`config.mk`:
```
export PLATFORM = sky130hd
export DESIGN_NAME = cmp_stats
export DESIGN_NICKNAME = d
export VERILOG_FILES = /design/src/rtl/cmp_stats.sv
export SDC_FILE = /design/constraint.sdc
export NUM_CORES = 1
export LEC_CHECK = 0
export CAP_MARGIN = 20
export CORE_ASPECT_RATIO = 0.6
export CORE_MARGIN = 8
export CORE_UTILIZATION = 50
export CTS_BUF_LIST = sky130_fd_sc_hd__clkbuf_8
export CTS_CLUSTER_SIZE = 14
export DETAILED_ROUTE_END_ITERATION = 6
export GPL_TIMING_DRIVEN = 0
export MAX_ROUTING_LAYER = met4
export PLACE_DENSITY = 0.82
export SYNTH_ARGS = -nofsm -noshare
export SYNTH_HDL_FRONTEND = slang
export SYNTH_SLANG_ARGS = --single-unit
```
`constraint.sdc`:
```
create_clock -name clk -period 6.65 [get_ports clk]
set_input_delay 0.9975 -clock clk [delete_from_list [all_inputs] [get_ports clk]]
set_output_delay 0.9975 -clock clk [all_outputs]
set_load 0.01 [all_outputs]
```
`src/rtl/cmp_stats.sv`:
```
// cmp_stats -- accumulates comparator statistics over a fixed-length window.
//
// Counts the accepted comparator results per category (a>b, a==b, a<b) over
// N_SAMPLES accepted samples. It also tracks the longest run of consecutive
// a==b results. Results are held until the next start.
//
// Optional feature macro: CMP_STATS_ERR_CHECK_EN
//   defined   : non-one-hot cmp codes are counted in err_cnt only
//   undefined : err_cnt is tied to 0 and cmp is priority-decoded gt > eq > lt
//
// Ports
//   clk        in   clock, rising edge
//   rst_n      in   asynchronous active-low reset
//   start      in   begin a new window (honoured in IDLE and DONE)
//   in_valid   in   qualifies cmp as a sample to accept
//   cmp[2:0]   in   comparator result: [2]=a>b, [1]=a==b, [0]=a<b
//   busy       out  window in progress
//   done       out  completed-window results are held
//   gt_cnt     out  accepted a>b count
//   eq_cnt     out  accepted a==b count
//   lt_cnt     out  accepted a<b count
//   err_cnt    out  accepted illegal-code count
//   eq_run_max out  longest run of consecutive accepted a==b samples
//
// state | meaning
// IDLE  | waiting for start, outputs at reset values
// RUN   | accepting samples until N_SAMPLES have been taken
// DONE  | window complete, results frozen until start

module cmp_stats #(
  parameter int N_SAMPLES = 16,
  parameter int CW        = 5
) (
  input  logic          clk,
  input  logic          rst_n,
  input  logic          start,
  input  logic          in_valid,
  input  logic [2:0]    cmp,
  output logic          busy,
  output logic          done,
  output logic [CW-1:0] gt_cnt,
  output logic [CW-1:0] eq_cnt,
  output logic [CW-1:0] lt_cnt,
  output logic [CW-1:0] err_cnt,
  output logic [CW-1:0] eq_run_max
);

  typedef enum logic [1:0] {IDLE, RUN, DONE} state_t;

  state_t        state;
  state_t        state_next;
  logic          clear;
  logic          accept;
  logic [CW-1:0] remain;
  logic [CW-1:0] cur_run;
  logic [CW-1:0] run_inc;
  logic          is_gt;
  logic          is_eq;
  logic          is_lt;

  function automatic logic [CW-1:0] sat_inc(input logic [CW-1:0] v);
    return (&v) ? v : v + CW'(1);
  endfunction

`ifdef CMP_STATS_ERR_CHECK_EN
  logic is_err;

  assign is_gt  = (cmp == 3'b100);
  assign is_eq  = (cmp == 3'b010);
  assign is_lt  = (cmp == 3'b001);
  assign is_err = !(is_gt || is_eq || is_lt);

  always_ff @(posedge clk or negedge rst_n) begin
    if (!rst_n) begin
      err_cnt <= '0;
    end else if (clear) begin
      err_cnt <= '0;
    end else if (accept && is_err) begin
      err_cnt <= sat_inc(err_cnt);
    end
  end
`else
  // Priority decode; an all-zero code matches nothing and only breaks the eq run.
  assign is_gt   = cmp[2];
  assign is_eq   = !cmp[2] && cmp[1];
  assign is_lt   = !cmp[2] && !cmp[1] && cmp[0];
  assign err_cnt = '0;
`endif

  always_ff @(posedge clk or negedge rst_n) begin
    if (!rst_n) begin
      state <= IDLE;
    end else begin
      state <= state_next;
    end
  end

  always_comb begin
    state_next = state;
    clear      = 1'b0;
    accept     = 1'b0;
    busy       = 1'b0;
    done       = 1'b0;
    case (state)
      IDLE: begin
        if (start) begin
          clear      = 1'b1;
          state_next = RUN;
        end
      end
      RUN: begin
        busy = 1'b1;
        if (in_valid) begin
          accept = 1'b1;
          if (remain == CW'(1)) begin
            state_next = DONE;
          end
        end
      end
      DONE: begin
        done = 1'b1;
        if (start) begin
          clear      = 1'b1;
          state_next = RUN;
        end
      end
      default: state_next = IDLE;
    endcase
  end

  assign run_inc = sat_inc(cur_run);

  // remain is a down-counter of samples still to accept; terminal count is 1.
  always_ff @(posedge clk or negedge rst_n) begin
    if (!rst_n) begin
      remain     <= '0;
      cur_run    <= '0;
      gt_cnt     <= '0;
      eq_cnt     <= '0;
      lt_cnt     <= '0;
      eq_run_max <= '0;
    end else if (clear) begin
      remain     <= CW'(N_SAMPLES);
      cur_run    <= '0;
      gt_cnt     <= '0;
      eq_cnt     <= '0;
      lt_cnt     <= '0;
      eq_run_max <= '0;
    end else if (accept) begin
      remain <= remain - CW'(1);
      if (is_gt) gt_cnt <= sat_inc(gt_cnt);
      if (is_lt) lt_cnt <= sat_inc(lt_cnt);
      if (is_eq) begin
        eq_cnt     <= sat_inc(eq_cnt);
        cur_run    <= run_inc;
        eq_run_max <= (run_inc > eq_run_max) ? run_inc : eq_run_max;
      end else begin
        cur_run <= '0;
      end
    end
  end

endmodule
```
Word-level counts from Yosys, hierarchy flattened. Cells that the tools add are included.

Flip-flop bits (word level): 32. Output and inout bits: 27. Logic and storage cells: 75.

Add/subtract/negate cells: 5. Order comparisons: 1. Equal/unequal tests: 9. Multiplexer cells: 32. Reductions and logical operators: 21.

Operator list (count): 5-bit 2-to-1 mux (22); 5-bit by 1-bit adder with 5-bit output, second input constant (4); 5-bit AND reduction (4); 3-bit AND reduction (5); 2-bit != test, second input constant (5); 2-bit nonzero test (5); 1-bit 2-to-1 mux (6); 2-bit 2-to-1 mux (3); 5-bit by 1-bit equality test with 1-bit output, second input constant (1); 5-bit > comparator (1); 5-bit by 1-bit subtractor with 5-bit output, second input constant (1); 2-bit case mux with 2 select lines (1); 1-bit logical AND (3); 2-bit by 1-bit equality test with 1-bit output, second input constant (1); 2-bit equality test, second input constant (1); 1-bit zero test (2); 2-bit zero test (1); 2-bit by 1-bit != test with 1-bit output, second input constant (1); 2-bit OR reduction (1).

Logic depth before layout (Yosys ltp).
Word-level depth: 7. Depth in mapped cells: 9. Mapped depth without buffers: 9.

Worst setup path after synthesis. OpenSTA, ideal clock, no wires.

Kind: flip-flop to flip-flop. Start point: register cur_run[0]. End point: register eq_run_max[1]. Setup time: 141 ps. Data arrival time: 2107 ps. Required time: 6509 ps. Slack: 4402 ps. Stages on the path, launching flop included: 9. Buffers on the path: 0. Period minus slack after synthesis: 2248 ps. Cells stage by stage: dfrtp_1 -> ha_1 -> nand4_2 -> mux2_2 -> ha_1 -> and4_1 -> nor2b_1 -> o211ai_1 -> o32ai_1.

Word-level cells in the longest chain between the ends: 6. Elaborated cells between the ends (all ways): 10.

Ends and longest elaborated chain: from (decl) (line 55) `logic [CW-1:0] cur_run;`; from (signal assigned) (line 155) `cur_run <= run_inc;`; 5-bit by 1-bit adder with 5-bit output / 5-bit AND reduction (equally long branches) (line 62) `return (&v) ? v : v + CW'(1);`; 5-bit 2-to-1 mux (*) (line 62); parallel branches: the longest is 4 deep, another holds 5-bit > comparator; to (signal assigned) (line 156) `eq_run_max <= (run_inc > eq_run_max) ? run_inc : eq_run_max;`; to (decl) (line 45) `output logic [CW-1:0] eq_run_max`.

Mark *: on every way between the ends. The select of a mux whose other input is x is not followed. A chain may end at the register's enable or synchronous reset.

Worst setup path in the final report.
Start point: register cur_run[0]. End point: register eq_run_max[3].

Same word-level chain as after synthesis.

==> results.yml <==
yosys:
  synthFlopType: "dfrtp_1"
  yosysTopAreaCell: "dfrtp_1"
  ys_ff_latch: 32
  syn-cell-area_mm2: 0.00187
  synthDistinctLibCells: 45
  syn_inst: 176
  synth-async-reset-ratio_pct: 100
  synth-seq-area-share_pct: 42.8
  synth_edf_count: 0
  synth.most_common_cell: "dfrtp_1"
  synth_area_leaders: "dfrtp_1 (43%), ha_1 (9.4%), xnor2_1 (4.2%), nor2_1 (3.2%), xor2_1 (2.8%)"
  syn-mean-instance-area_um2: 10.6
  synth_common_cells: "dfrtp_1 (32), nor2_1 (16), ha_1 (14)"
  yosys_warnings: 0
  synth.top_cell.area_share_pct: 42.8
sta:
  period_needed_ns: 2.57
  hold_viol: 0
  min_period_over_period_pct: 38.7
  maxSlewViolCount: 0
  worst_slew_pin_slew_ns: 0.709
  rsz0062_at_grt: "no"
  fmax_mhz: 389
  fin_tns_setup_ns: 0
  max_slew_margin_pct: 52.7
  fin_ws_ns: 4.08
  final-setup-viol-count: 0
  fin_skew_ns: 0.00751
job:
  maxCapViolCount: 0
floorplan:
  dieArea_mm2: 0.00602
  std_cell_rows: 17
  initial_core_util_pct: 51.7
  num_io_pins: 34
  fp.dieW_um: 94.9
  die_y_um: 63.4
  design.core.area_mm2: 0.00362
cts:
  clock_sinks: 32
  cts_root_buffer: "clkbuf_8"
  post_cts_buffers: 0
  clk_pin_slew_worst_paths_ns: 0.07
  clk_path_buf_depth: 2
  cts_buffers: 5
  cts.htree.levels: 2
  cts_tree: "yes"
  ctsResizeCount: 0
  cts_hold_buf: 0
  clock_latency_ns: 0.29
critical_path:
  ff2ff_path_depth: 8
  critPathLaunchType: "register"
  cpPeakStageDelay_ns: 0.44
  criticalPathCategory: "reg2reg"
  path_common_cell: "ha_1"
  cp_num_cells: 8
  crit_chain: "ha_1, nand4_2, mux2_2, ha_1, and4_1, nor2b_1, o211ai_1, o32ai_1"
  crit_arrival_ns: 2.72
  worstPathRequired_ns: 6.80
  slowest_stage: "dfrtp_1"
  worst_setup_path_end_kind: "register"
  path_delay_family: "adder cells"
  cp_num_buf_inv: 0
  path_max_fanout: 6
placed_design:
  io_buffer_count: 28
  dp_hpwl_um: 2980
  gp_congestion: 0.920
  post-place-ws_ns: 4.01
global_route:
  grt_max_degree: 33
  grt_use_total_pct: 15.2
  grt_antenna_before_repair: 0
  grt_pass1_vias: 1377
  grt_use_met3_pct: 5.67
  grtUsageMet2_pct: 19.9
  grt_pass1_wl_um: 6840
  grt-ovfl-total: 0
  use_met1_pct: 20.6
  busiest_layer: "met1"
power:
  p_seq_share_pct: 39.8
  leakage_nw: 1.05
  p_switching_mw: 0.274
  clkPwrFrac_pct: 21.0
  p_comb_share_pct: 39.1
  peakVddDrop_v: 0.000182
  finalPower_mw: 0.737
  cellPowerDensity_mw_per_mm2: 319
  switching_share_pct: 37.1
  p_int_mw: 0.463
routing:
  via_per_inst: 5.30
  wl_per_cell_um: 15.7
  finalWirelength_um: 4140
  via_count: 1394
  drtAntennaViolNets: 0
  drt_iter0_markers: 65
  drc: 0
  dr.pass1.iters: 4
layout:
  antenna_cells: 0
  drive_above_1_share_pct: 13.0
  area_delta_synth_final_pct: 23.5
  final_nets: 236
  utilization_pct: 63.8
  n_fill_cell: 318
hold_path:
  holdPathStages: 2
  hold_path_class: "reg2reg"
outcome:
  status: "completed"
[cell usage in the layout (no fill, tap or decap), types with 2 or more instances in the layout]
master           netlist  final
dfrtp_1               32     32
clkdlybuf4s50_1        0     27
nor2_1                16     16
ha_1                  14     14
inv_1                 10     12
nand2_1               12     12
nand3_1               10     10
xnor2_1                9      9
xor2_1                 6      6
o21ai_0                6      6
clkbuf_8               0      6
nor2b_1                5      5
buf_4                  5      5
conb_1                 1      5
and3_1                 4      4
a21oi_1                4      4
o32ai_1                4      4
mux2i_1                4      4
a22o_1                 4      4
clkbuf_1               2      2
nor4b_4                2      2
buf_2                  1      2
[per-layer routing]
layer / routed length [µm] / vias up / part of all wire, %
met1: 2110 / 662 / 51
met3: 288 / 6 / 7.0
met4: 55 / 0 / 1.3
met2: 1680 / 35 / 41
met5: 0 / - / 0
li1: - / 691 / -
[kinds of logic (layout without fill, tap and decap cells)]
logic type | after synthesis | count (layout) | share of synthesized area, %
adders and majority gates | 14 | 14 | 9.37
and+or+nand+nor | 65 | 65 | 23.1
muxes | 5 | 5 | 2.74
buffers and inverters | 19 | 55 | 5.29
other | 1 | 5 | 0.201
AOI/OAI and AO/OA | 25 | 25 | 9.44
xor gates and xnor gates | 15 | 15 | 7.03
DFF | 32 | 32 | 42.8
[state kept, by name, indices dropped and copies added, names as in the netlist]
register / flops
cur_run: 5
eq_cnt: 5
eq_run_max: 5
gt_cnt: 5
lt_cnt: 5
remain: 5
state: 2
[tightest hold or removal path, stage by stage, from the launching register on]
cell and delay, ns:
dfrtp_1 0.36, xor2_1 0.08, nand2_1 0.06
[final cells by class]
type	count	area (µm²)	share of cell area (%)
Inverter	10	37.5	1.63
Timing Repair Buffer	28	275	11.9
Buffer	9	61.3	2.66
Tap cell	47	58.8	2.55
Clock inverter	2	7.51	0.325
Sequential cell	32	801	34.7
Clock buffer	6	82.6	3.58
Multi-Input combinational cell	129	985	42.7
[worst paths after layout]
path	start	to	slack [ns]
setup / recovery	cur_run[0]	eq_run_max[3]	4.08
hold / removal	remain[4]	remain[4]	0.53
setup reg to reg	cur_run[0]	eq_run_max[3]	4.08
hold reg to reg	remain[4]	remain[4]	0.53
max in group asynchronous	rst_n	remain[0]	5.44
min in group asynchronous	rst_n	cur_run[3]	0.75
[stage by stage]
step,hold WS (ns),instances,area (µm²)
global route,0.557,263,2310
global placement,0.498,255,2220
finish,0.527,263,2310
CTS,0.523,263,2310
floorplan,0.483,180,1880
detailed placement,0.506,255,2220
[power groups by stage]
| stage | registers, mW | logic, mW | clock network, mW |
|---|---|---|---|
| after floorplan | 0.298 | 0.167 | 0 |
| after global placement | 0.294 | 0.278 | 0 |
| after detailed placement | 0.296 | 0.285 | 0 |
| after CTS | 0.294 | 0.289 | 0.159 |
| after global routing | 0.301 | 0.320 | 0.171 |
| final | 0.294 | 0.288 | 0.155 |
Power figures use the tool's default switching activity.
